<file path="src/rtl/axil_pkg.sv">
`default_nettype none
// ============================================================================
// axil_pkg
// Shared response codes, FSM state encodings and address-decode helpers.
// Revision: 1.0
// ============================================================================
package axil_pkg;

  localparam logic [1:0] RESP_OKAY   = 2'b00;
  localparam logic [1:0] RESP_SLVERR = 2'b10;

  typedef logic [0:0] wr_state_t;
  localparam wr_state_t WR_COLLECT = 1'b0;
  localparam wr_state_t WR_RESP    = 1'b1;

  typedef logic [0:0] rd_state_t;
  localparam rd_state_t RD_IDLE = 1'b0;
  localparam rd_state_t RD_DATA = 1'b1;

  function automatic int lsb_of(input int data_width);
    return $clog2(data_width / 8);
  endfunction

  function automatic int idx_width(input int num_regs);
    return $clog2(num_regs);
  endfunction

endpackage
`default_nettype wire

</file>
<file path="src/rtl/axil_strb_reg.sv">
`default_nettype none
// ============================================================================
// axil_strb_reg
// Single data-width register with per-byte write enables.
// Revision: 1.0
// ============================================================================
module axil_strb_reg #(
  parameter int DATA_WIDTH = 32
) (
  input  logic                    clk,
  input  logic                    rst,
  input  logic                    we,
  input  logic [DATA_WIDTH/8-1:0] wstrb,
  input  logic [DATA_WIDTH-1:0]   wdata,
  output logic [DATA_WIDTH-1:0]   q
);

  logic [DATA_WIDTH-1:0] data_d, data_q;

  always_comb begin
    data_d = data_q;
    for (int b = 0; b < DATA_WIDTH / 8; b++) begin
      if (we && wstrb[b]) begin
        data_d[b*8 +: 8] = wdata[b*8 +: 8];
      end
    end
  end

  always_ff @(posedge clk or posedge rst) begin
    if (rst) begin
      data_q <= '0;
    end else begin
      data_q <= data_d;
    end
  end

  assign q = data_q;

endmodule
`default_nettype wire

</file>
<file path="src/rtl/axil_slave_regfile.sv">
`default_nettype none
// ============================================================================
// axil_slave_regfile
// AXI4-Lite slave over a bank of byte-strobed registers with read-only slots.
// Revision: 1.0
// ============================================================================
module axil_slave_regfile
  import axil_pkg::*;
#(
  parameter int                ADDR_WIDTH = 32,
  parameter int                DATA_WIDTH = 32,
  parameter int                NUM_REGS   = 16,
  parameter logic [NUM_REGS-1:0] RO_MASK  = '0
) (
  input  logic                           ACLK,
  input  logic                           ARESET,
  input  logic [ADDR_WIDTH-1:0]          AWADDR,
  input  logic                           AWVALID,
  output logic                           AWREADY,
  input  logic [DATA_WIDTH-1:0]          WDATA,
  input  logic [DATA_WIDTH/8-1:0]        WSTRB,
  input  logic                           WVALID,
  output logic                           WREADY,
  output logic [1:0]                     BRESP,
  output logic                           BVALID,
  input  logic                           BREADY,
  input  logic [ADDR_WIDTH-1:0]          ARADDR,
  input  logic                           ARVALID,
  output logic                           ARREADY,
  output logic [DATA_WIDTH-1:0]          RDATA,
  output logic [1:0]                     RRESP,
  output logic                           RVALID,
  input  logic                           RREADY,
  output logic [NUM_REGS*DATA_WIDTH-1:0] usr_reg_out,
  input  logic [NUM_REGS*DATA_WIDTH-1:0] usr_rd_in,
  output logic [NUM_REGS-1:0]            usr_wr_pulse
);

  localparam int STRB_W = DATA_WIDTH / 8;
  localparam int LSB    = lsb_of(DATA_WIDTH);
  localparam int IDX_W  = idx_width(NUM_REGS);
  localparam logic [ADDR_WIDTH-1:0] ADDR_LIMIT = ADDR_WIDTH'(NUM_REGS * STRB_W);

  logic [DATA_WIDTH-1:0] reg_val [NUM_REGS];
  logic [NUM_REGS-1:0]   wr_en;

  // ---------------- write channel ----------------
  wr_state_t             wr_state_d, wr_state_q;
  logic                  aw_held_d, aw_held_q;
  logic                  w_held_d, w_held_q;
  logic [ADDR_WIDTH-1:0] awaddr_d, awaddr_q;
  logic [DATA_WIDTH-1:0] wdata_d, wdata_q;
  logic [STRB_W-1:0]     wstrb_d, wstrb_q;
  logic                  bvalid_d, bvalid_q;
  logic [1:0]            bresp_d, bresp_q;
  logic [NUM_REGS-1:0]   wr_pulse_d, wr_pulse_q;

  logic [IDX_W-1:0]      wr_idx;
  logic                  wr_ok;

  assign wr_idx  = awaddr_q[LSB +: IDX_W];
  assign wr_ok   = (awaddr_q < ADDR_LIMIT) && !RO_MASK[wr_idx];
  assign AWREADY = (wr_state_q == WR_COLLECT) && !aw_held_q;
  assign WREADY  = (wr_state_q == WR_COLLECT) && !w_held_q;

  always_comb begin
    wr_state_d = wr_state_q;
    aw_held_d  = aw_held_q;
    w_held_d   = w_held_q;
    awaddr_d   = awaddr_q;
    wdata_d    = wdata_q;
    wstrb_d    = wstrb_q;
    bvalid_d   = bvalid_q;
    bresp_d    = bresp_q;
    wr_pulse_d = '0;
    wr_en      = '0;
    case (wr_state_q)
      WR_COLLECT: begin
        if (AWVALID && AWREADY) begin
          aw_held_d = 1'b1;
          awaddr_d  = AWADDR;
        end
        if (WVALID && WREADY) begin
          w_held_d = 1'b1;
          wdata_d  = WDATA;
          wstrb_d  = WSTRB;
        end
        // Commit happens the cycle after both halves are held, so the
        // pulse, the new register value and BVALID all appear together.
        if (aw_held_q && w_held_q) begin
          if (wr_ok) begin
            wr_en[wr_idx]      = 1'b1;
            wr_pulse_d[wr_idx] = 1'b1;
          end
          bvalid_d   = 1'b1;
          bresp_d    = wr_ok ? RESP_OKAY : RESP_SLVERR;
          wr_state_d = WR_RESP;
        end
      end
      WR_RESP: begin
        if (BREADY) begin
          bvalid_d   = 1'b0;
          aw_held_d  = 1'b0;
          w_held_d   = 1'b0;
          wr_state_d = WR_COLLECT;
        end
      end
      default: wr_state_d = WR_COLLECT;
    endcase
  end

  always_ff @(posedge ACLK or posedge ARESET) begin
    if (ARESET) begin
      wr_state_q <= WR_COLLECT;
      aw_held_q  <= 1'b0;
      w_held_q   <= 1'b0;
      awaddr_q   <= '0;
      wdata_q    <= '0;
      wstrb_q    <= '0;
      bvalid_q   <= 1'b0;
      bresp_q    <= RESP_OKAY;
      wr_pulse_q <= '0;
    end else begin
      wr_state_q <= wr_state_d;
      aw_held_q  <= aw_held_d;
      w_held_q   <= w_held_d;
      awaddr_q   <= awaddr_d;
      wdata_q    <= wdata_d;
      wstrb_q    <= wstrb_d;
      bvalid_q   <= bvalid_d;
      bresp_q    <= bresp_d;
      wr_pulse_q <= wr_pulse_d;
    end
  end

  assign BVALID       = bvalid_q;
  assign BRESP        = bresp_q;
  assign usr_wr_pulse = wr_pulse_q;

  // ---------------- register bank ----------------
  for (genvar i = 0; i < NUM_REGS; i++) begin : g_regs
    axil_strb_reg #(
      .DATA_WIDTH(DATA_WIDTH)
    ) u_reg (
      .clk  (ACLK),
      .rst  (ARESET),
      .we   (RO_MASK[i] ? 1'b0 : wr_en[i]),
      .wstrb(wstrb_q),
      .wdata(wdata_q),
      .q    (reg_val[i])
    );
    assign usr_reg_out[i*DATA_WIDTH +: DATA_WIDTH] = reg_val[i];
  end

  // ---------------- read channel ----------------
  rd_state_t             rd_state_d, rd_state_q;
  logic                  rvalid_d, rvalid_q;
  logic [DATA_WIDTH-1:0] rdata_d, rdata_q;
  logic [1:0]            rresp_d, rresp_q;

  logic [IDX_W-1:0]      ar_idx;
  logic                  ar_in_range;
  logic [DATA_WIDTH-1:0] rd_word;

  assign ar_idx      = ARADDR[LSB +: IDX_W];
  assign ar_in_range = ARADDR < ADDR_LIMIT;
  assign rd_word     = RO_MASK[ar_idx] ? usr_rd_in[int'(ar_idx)*DATA_WIDTH +: DATA_WIDTH]
                                       : reg_val[ar_idx];
  assign ARREADY     = (rd_state_q == RD_IDLE);

  always_comb begin
    rd_state_d = rd_state_q;
    rvalid_d   = rvalid_q;
    rdata_d    = rdata_q;
    rresp_d    = rresp_q;
    case (rd_state_q)
      RD_IDLE: begin
        if (ARVALID) begin
          rvalid_d   = 1'b1;
          rdata_d    = ar_in_range ? rd_word : '0;
          rresp_d    = ar_in_range ? RESP_OKAY : RESP_SLVERR;
          rd_state_d = RD_DATA;
        end
      end
      RD_DATA: begin
        if (RREADY) begin
          rvalid_d   = 1'b0;
          rd_state_d = RD_IDLE;
        end
      end
      default: rd_state_d = RD_IDLE;
    endcase
  end

  always_ff @(posedge ACLK or posedge ARESET) begin
    if (ARESET) begin
      rd_state_q <= RD_IDLE;
      rvalid_q   <= 1'b0;
      rdata_q    <= '0;
      rresp_q    <= RESP_OKAY;
    end else begin
      rd_state_q <= rd_state_d;
      rvalid_q   <= rvalid_d;
      rdata_q    <= rdata_d;
      rresp_q    <= rresp_d;
    end
  end

  assign RVALID = rvalid_q;
  assign RDATA  = rdata_q;
  assign RRESP  = rresp_q;

endmodule
`default_nettype wire

</file>
<file path="config.mk">
export PLATFORM = sky130hd
export DESIGN_NAME = axil_slave_regfile
export DESIGN_NICKNAME = d
export VERILOG_FILES = /design/src/rtl/axil_pkg.sv /design/src/rtl/axil_strb_reg.sv /design/src/rtl/axil_slave_regfile.sv
export SDC_FILE = /design/constraint.sdc
export NUM_CORES = 1
export LEC_CHECK = 0
export CAP_MARGIN = 20
export CELL_PAD_IN_SITES_DETAIL_PLACEMENT = 1
export CELL_PAD_IN_SITES_GLOBAL_PLACEMENT = 2
export CORE_AREA = 5 5 455 457
export DETAILED_ROUTE_END_ITERATION = 6
export DIE_AREA = 0 0 460 462
export GPL_ROUTABILITY_DRIVEN = 0
export HOLD_SLACK_MARGIN = 0.05
export PLACE_DENSITY = 0.43
export SYNTH_ARGS = -nofsm -noshare
export SYNTH_HDL_FRONTEND = slang
export SYNTH_HIERARCHICAL = 1
export SYNTH_SLANG_ARGS = --single-unit
</file>
<file path="constraint.sdc">
create_clock -name ACLK -period 10.3 [get_ports ACLK]
set_input_delay 2.06 -clock ACLK [delete_from_list [all_inputs] [get_ports ACLK]]
set_output_delay 2.06 -clock ACLK [all_outputs]
set_load 0.01 [all_outputs]
</file>
==> impl_results.html <==
<table>
<tr><th>Metric</th><th>Value</th></tr>
<tr><th colspan="2">Cells and area</th></tr>
<tr><td>Footprint of the flip-flops and latches</td><td>15900 um^2</td></tr>
<tr><td>Layout cells sized above 1</td><td>0.297</td></tr>
<tr><td>Post-layout nets</td><td>3331</td></tr>
<tr><td>Multi-input logic area</td><td>11800 um^2</td></tr>
<tr><td>Most common library cell in the layout ignoring fill and taps</td><td>sky130_fd_sc_hd__clkdlybuf4s50_1</td></tr>
<tr><td>Commonest non-fill, non-tap cells in the layout</td><td>668 x sky130_fd_sc_hd__clkdlybuf4s50_1, 634 x sky130_fd_sc_hd__dfrtp_1, 512 x sky130_fd_sc_hd__mux2_2</td></tr>
<tr><td>Synth-to-Final Area Change</td><td>47.0%</td></tr>
<tr><td>Final std cells w/o fill</td><td>5478</td></tr>
<tr><td>FILL cells</td><td>22.6k</td></tr>
<tr><th colspan="2">Timing</th></tr>
<tr><td>Rel. slew slack</td><td>0.228</td></tr>
<tr><td>Setup slack of the critical path after layout</td><td>5.45 ns</td></tr>
<tr><td>Number of pins exceeding their max-slew limit in the final report</td><td>0</td></tr>
<tr><td>FMAX</td><td>206 MHz</td></tr>
<tr><td>Clock Skew</td><td>0.0399 ns</td></tr>
<tr><td>Total setup violations reported at the end of the flow</td><td>0</td></tr>
<tr><td>Slew at the pin with the worst max-slew slack</td><td>1.16 ns</td></tr>
<tr><td>Shortest period the worst path allows</td><td>4.85 ns</td></tr>
<tr><td>Post-Route Hold Slack</td><td>0.481 ns</td></tr>
<tr><td>Post-route fraction of the period consumed by the critical path</td><td>0.471</td></tr>
<tr><td>Setup total negative slack</td><td>0 ns</td></tr>
<tr><td>Setup repair after global routing missed its margin</td><td>false</td></tr>
<tr><td>Number of hold violations in the final report</td><td>0</td></tr>
<tr><th colspan="2">Floorplanning</th></tr>
<tr><td>Std cell rows</td><td>166</td></tr>
<tr><td>Core area</td><td>203000 um^2</td></tr>
<tr><td>Initial Utilization</td><td>0.138</td></tr>
<tr><td># IOs</td><td>1188</td></tr>
<tr><td>Die width</td><td>460 um</td></tr>
<tr><td>Floorplan die area</td><td>213000 um^2</td></tr>
<tr><td>Die height</td><td>462 um</td></tr>
<tr><th colspan="2">Yosys</th></tr>
<tr><td>Mean instance size in the synthesized netlist</td><td>14.1 um^2</td></tr>
<tr><td>Instance count of the mapped netlist</td><td>1984</td></tr>
<tr><td>Post-synthesis share of cell area spent on xor and xnor gates</td><td>0</td></tr>
<tr><td>Main combinational cell family by area after synthesis</td><td>multiplexers</td></tr>
<tr><td>Fraction of the mapped netlist area in simple logic gates</td><td>0.0494</td></tr>
<tr><td>Cell area after synthesis</td><td>28000 um^2</td></tr>
<tr><td>Multiplexer share of the synthesized area</td><td>0.324</td></tr>
<tr><td>Synth Register Bits</td><td>634</td></tr>
<tr><td>Arithmetic-cell share of the synthesized area counting full adders, half adders and majority gates</td><td>0</td></tr>
<tr><td>Portion of the post-synthesis area used by sequential elements</td><td>0.566</td></tr>
<tr><td>Synth Area in Compound Gates</td><td>0.0426</td></tr>
<tr><td>Count of different cell masters after synthesis</td><td>42</td></tr>
<tr><td>Number of warnings printed during yosys synthesis</td><td>6</td></tr>
<tr><td>Fraction of registers with async set or reset after synthesis</td><td>1.00</td></tr>
<tr><td>Number of enable-type register cells in the synthesized netlist</td><td>0</td></tr>
<tr><td>Post-synth top flop</td><td>sky130_fd_sc_hd__dfrtp_1</td></tr>
<tr><th colspan="2">Global route</th></tr>
<tr><td>Overall Global Routing Usage</td><td>0.165</td></tr>
<tr><td>Fraction of met1 tracks used by global routing</td><td>0.205</td></tr>
<tr><td>Met2 routing resource usage after global routing</td><td>0.265</td></tr>
<tr><td>GRT Residual Overflow</td><td>0</td></tr>
<tr><td>Number of global-route vias before repair</td><td>22.7k</td></tr>
<tr><td>Maximum number of pins on one net before global-route repair</td><td>96</td></tr>
<tr><td>Initial antenna violation count</td><td>14</td></tr>
<tr><td>Met3 Resource Use GR</td><td>0.0676</td></tr>
<tr><td>Wire length of the first global-routing pass</td><td>233000 um</td></tr>
<tr><td>Layer with the highest usage</td><td>met2</td></tr>
<tr><th colspan="2">Pwr</th></tr>
<tr><td>Power Density</td><td>170 nW/um^2</td></tr>
<tr><td>Peak supply drop</td><td>114 uV</td></tr>
<tr><td>Cell leakage power</td><td>18.2 nW</td></tr>
<tr><th colspan="2">Clock tree</th></tr>
<tr><td>Clock-pin slew reported for the worst setup and hold paths after clock tree synthesis</td><td>0.06 ns</td></tr>
<tr><td>H-Tree Depth</td><td>3</td></tr>
<tr><td>Number of hold buffers added after cts</td><td>0</td></tr>
<tr><td>Clock latency on the worst-skew pair</td><td>0.75 ns</td></tr>
<tr><td># resized after CTS</td><td>0</td></tr>
<tr><td>Clock sink count</td><td>634</td></tr>
<tr><td>Total CTS buffers</td><td>90</td></tr>
<tr><td>Number of buffers on the longest clock path</td><td>3</td></tr>
<tr><td>Number of setup buffers added after CTS</td><td>0</td></tr>
<tr><td>CTS tree</td><td>done</td></tr>
<tr><td>Clock root buffer</td><td>sky130_fd_sc_hd__clkbuf_16</td></tr>
<tr><th colspan="2">Placement</th></tr>
<tr><td>Setup Slack @ Placement</td><td>4.51 ns</td></tr>
<tr><td>Number of instances in the placed design</td><td>5307</td></tr>
<tr><td>HPWL after detailed placement</td><td>133000 um</td></tr>
<tr><td>I/O Buffers</td><td>669</td></tr>
<tr><th colspan="2">Route</th></tr>
<tr><td>Routed via count divided by cell count</td><td>3.78</td></tr>
<tr><td>DRC viols</td><td>0</td></tr>
<tr><td>Overall routed net length</td><td>180000 um</td></tr>
<tr><td>Number of detailed-routing iterations run before antenna repair</td><td>6</td></tr>
<tr><td>Average wire per cell in the routed design</td><td>32.8 um</td></tr>
<tr><td>Routed vias</td><td>20.7k</td></tr>
<tr><td>Antenna violation net count after detailed routing</td><td>0</td></tr>
<tr><td>DRT iter0 DRCs</td><td>841</td></tr>
<tr><th colspan="2">Critical path</th></tr>
<tr><td>Setup crit end kind</td><td>register</td></tr>
<tr><td>Worst path slowest cell</td><td>sky130_fd_sc_hd__clkdlybuf4s50_1</td></tr>
<tr><td>Worst-path cell chain</td><td>clkdlybuf4s50_1 &gt; nand2b_4 &gt; buf_4 &gt; o22ai_1 &gt; nor3_1 &gt; o31ai_2</td></tr>
<tr><td>Worst Path Buf+Inv</td><td>2</td></tr>
<tr><td>Arrival time of the worst setup path</td><td>5.43 ns</td></tr>
<tr><td>Critical path data required time</td><td>10.88 ns</td></tr>
<tr><td>Largest stage delay on the critical path</td><td>0.77 ns</td></tr>
<tr><td>Crit path max fanout</td><td>36</td></tr>
<tr><td>Crit-path leading delay family</td><td>buffers and inverters</td></tr>
<tr><td>Crit start category</td><td>primary input</td></tr>
<tr><td>CP Class</td><td>in -&gt; reg</td></tr>
<tr><th colspan="2">Status</th></tr>
<tr><td>Status</td><td>finished, final reports clean</td></tr>
<tr><th colspan="2">Hold path</th></tr>
<tr><td>Worst Hold Class</td><td>reg -&gt; reg</td></tr>
<tr><th colspan="2">Flow run</th></tr>
<tr><td>Total of max-cap violations</td><td>0</td></tr>
</table>
through the flow:
stage / cell area, um^2 / utilization / power [mW]
2_1_floorplan: 28000 / - / 3.23
3_3_place_gp: 38100 / 0.188 / 3.90
3_5_place_dp: 38200 / 0.188 / 3.92
4_1_cts: 41100 / 0.203 / 7.21
5_1_grt: 41200 / 0.203 / 7.34
6_report: 41200 / 0.203 / 7.01
cells by family (layout without fill, tap and decap cells):
| family | after synthesis | in the layout |
|---|---|---|
| buffers and inverters | 102 | 900 |
| AOI/OAI and AO/OA | 167 | 167 |
| other | 1 | 9 |
| and+or+nand+nor | 248 | 248 |
| DFF | 634 | 634 |
| muxes | 832 | 832 |
worst reg2reg max path, stage by stage (launching register included):
cell,delay (ns)
sky130_fd_sc_hd__dfrtp_1,0.37
sky130_fd_sc_hd__nor4_1,0.37
sky130_fd_sc_hd__nand4_1,0.60
sky130_fd_sc_hd__nor2_1,1.00
sky130_fd_sc_hd__and4_1,1.06
sky130_fd_sc_hd__nand2_2,0.45
sky130_fd_sc_hd__mux2_2,0.39
worst paths after layout:
check / start / depth (start not counted) / end / slack (ns)
hold / removal: rd_state_q / 1 / RVALID / 0.48
hold reg to reg: rd_state_q / 1 / RVALID / 0.48
min in group asynchronous: ARESET / 2 / g_regs[4].u_reg/q[21] / 2.04
max in group asynchronous: ARESET / 4 / RDATA[4] / 6.62
setup reg to reg: awaddr_q[26] / 6 / g_regs[11].u_reg/q[17] / 5.95
setup / recovery: ARADDR[4] / 6 / RDATA[23] / 5.45
cells in the mapped netlist (all sizes together) (3+ instances only):
library cell	instances	area, um^2
nor2	43	161
and4b	6	60.1
nand2	99	532
nor4	13	126
clkbuf	42	158
mux2i	252	2520
nand2b	3	18.8
dfrtp	634	15900
and3	4	25.0
mux2	578	6510
o22ai	95	594
o2bb2ai	3	26.3
nor3	63	315
o21ai	33	165
nor4b	3	26.3
o31ai	32	380
inv	21	78.8
buf	38	258
nor2b	3	18.8
nand4	3	33.8
registers in the layout, indices dropped and copies added, names as in the netlist:
register,count
g_regs.u_reg/q,512
RDATA,32
wdata_q,32
awaddr_q,30
usr_wr_pulse,16
wstrb_q,4
BRESP,1
BVALID,1
RRESP,1
RVALID,1
aw_held_q,1
rd_state_q,1
w_held_q,1
wr_state_q,1
routing by layer:
metal  part of all wire  vias up
met5                  0        -
met3              0.093      152
li1                   -     8831
met4              0.024        0
met1               0.43    11000
met2               0.46      700
power by group:
part | internal, mW | switching [mW] | total (mW)
combinational | 0.245 | 0.392 | 0.637
sequential | 2.62 | 0.555 | 3.18
clock | 1.86 | 1.33 | 3.19
total | 4.73 | 2.28 | 7.01
area by class of cell:
class / count / share of cell area
Sequential cell: 634 / 0.385
Multi-Input combinational cell: 1249 / 0.286
Timing Repair Buffer: 715 / 0.173
Tap cell: 2688 / 0.0816
Clock buffer: 136 / 0.0645
Clock inverter: 27 / 0.00778
Inverter: 22 / 0.00213
Antenna cell: 7 / 0.000425
(Power assumes the default switching activity.)
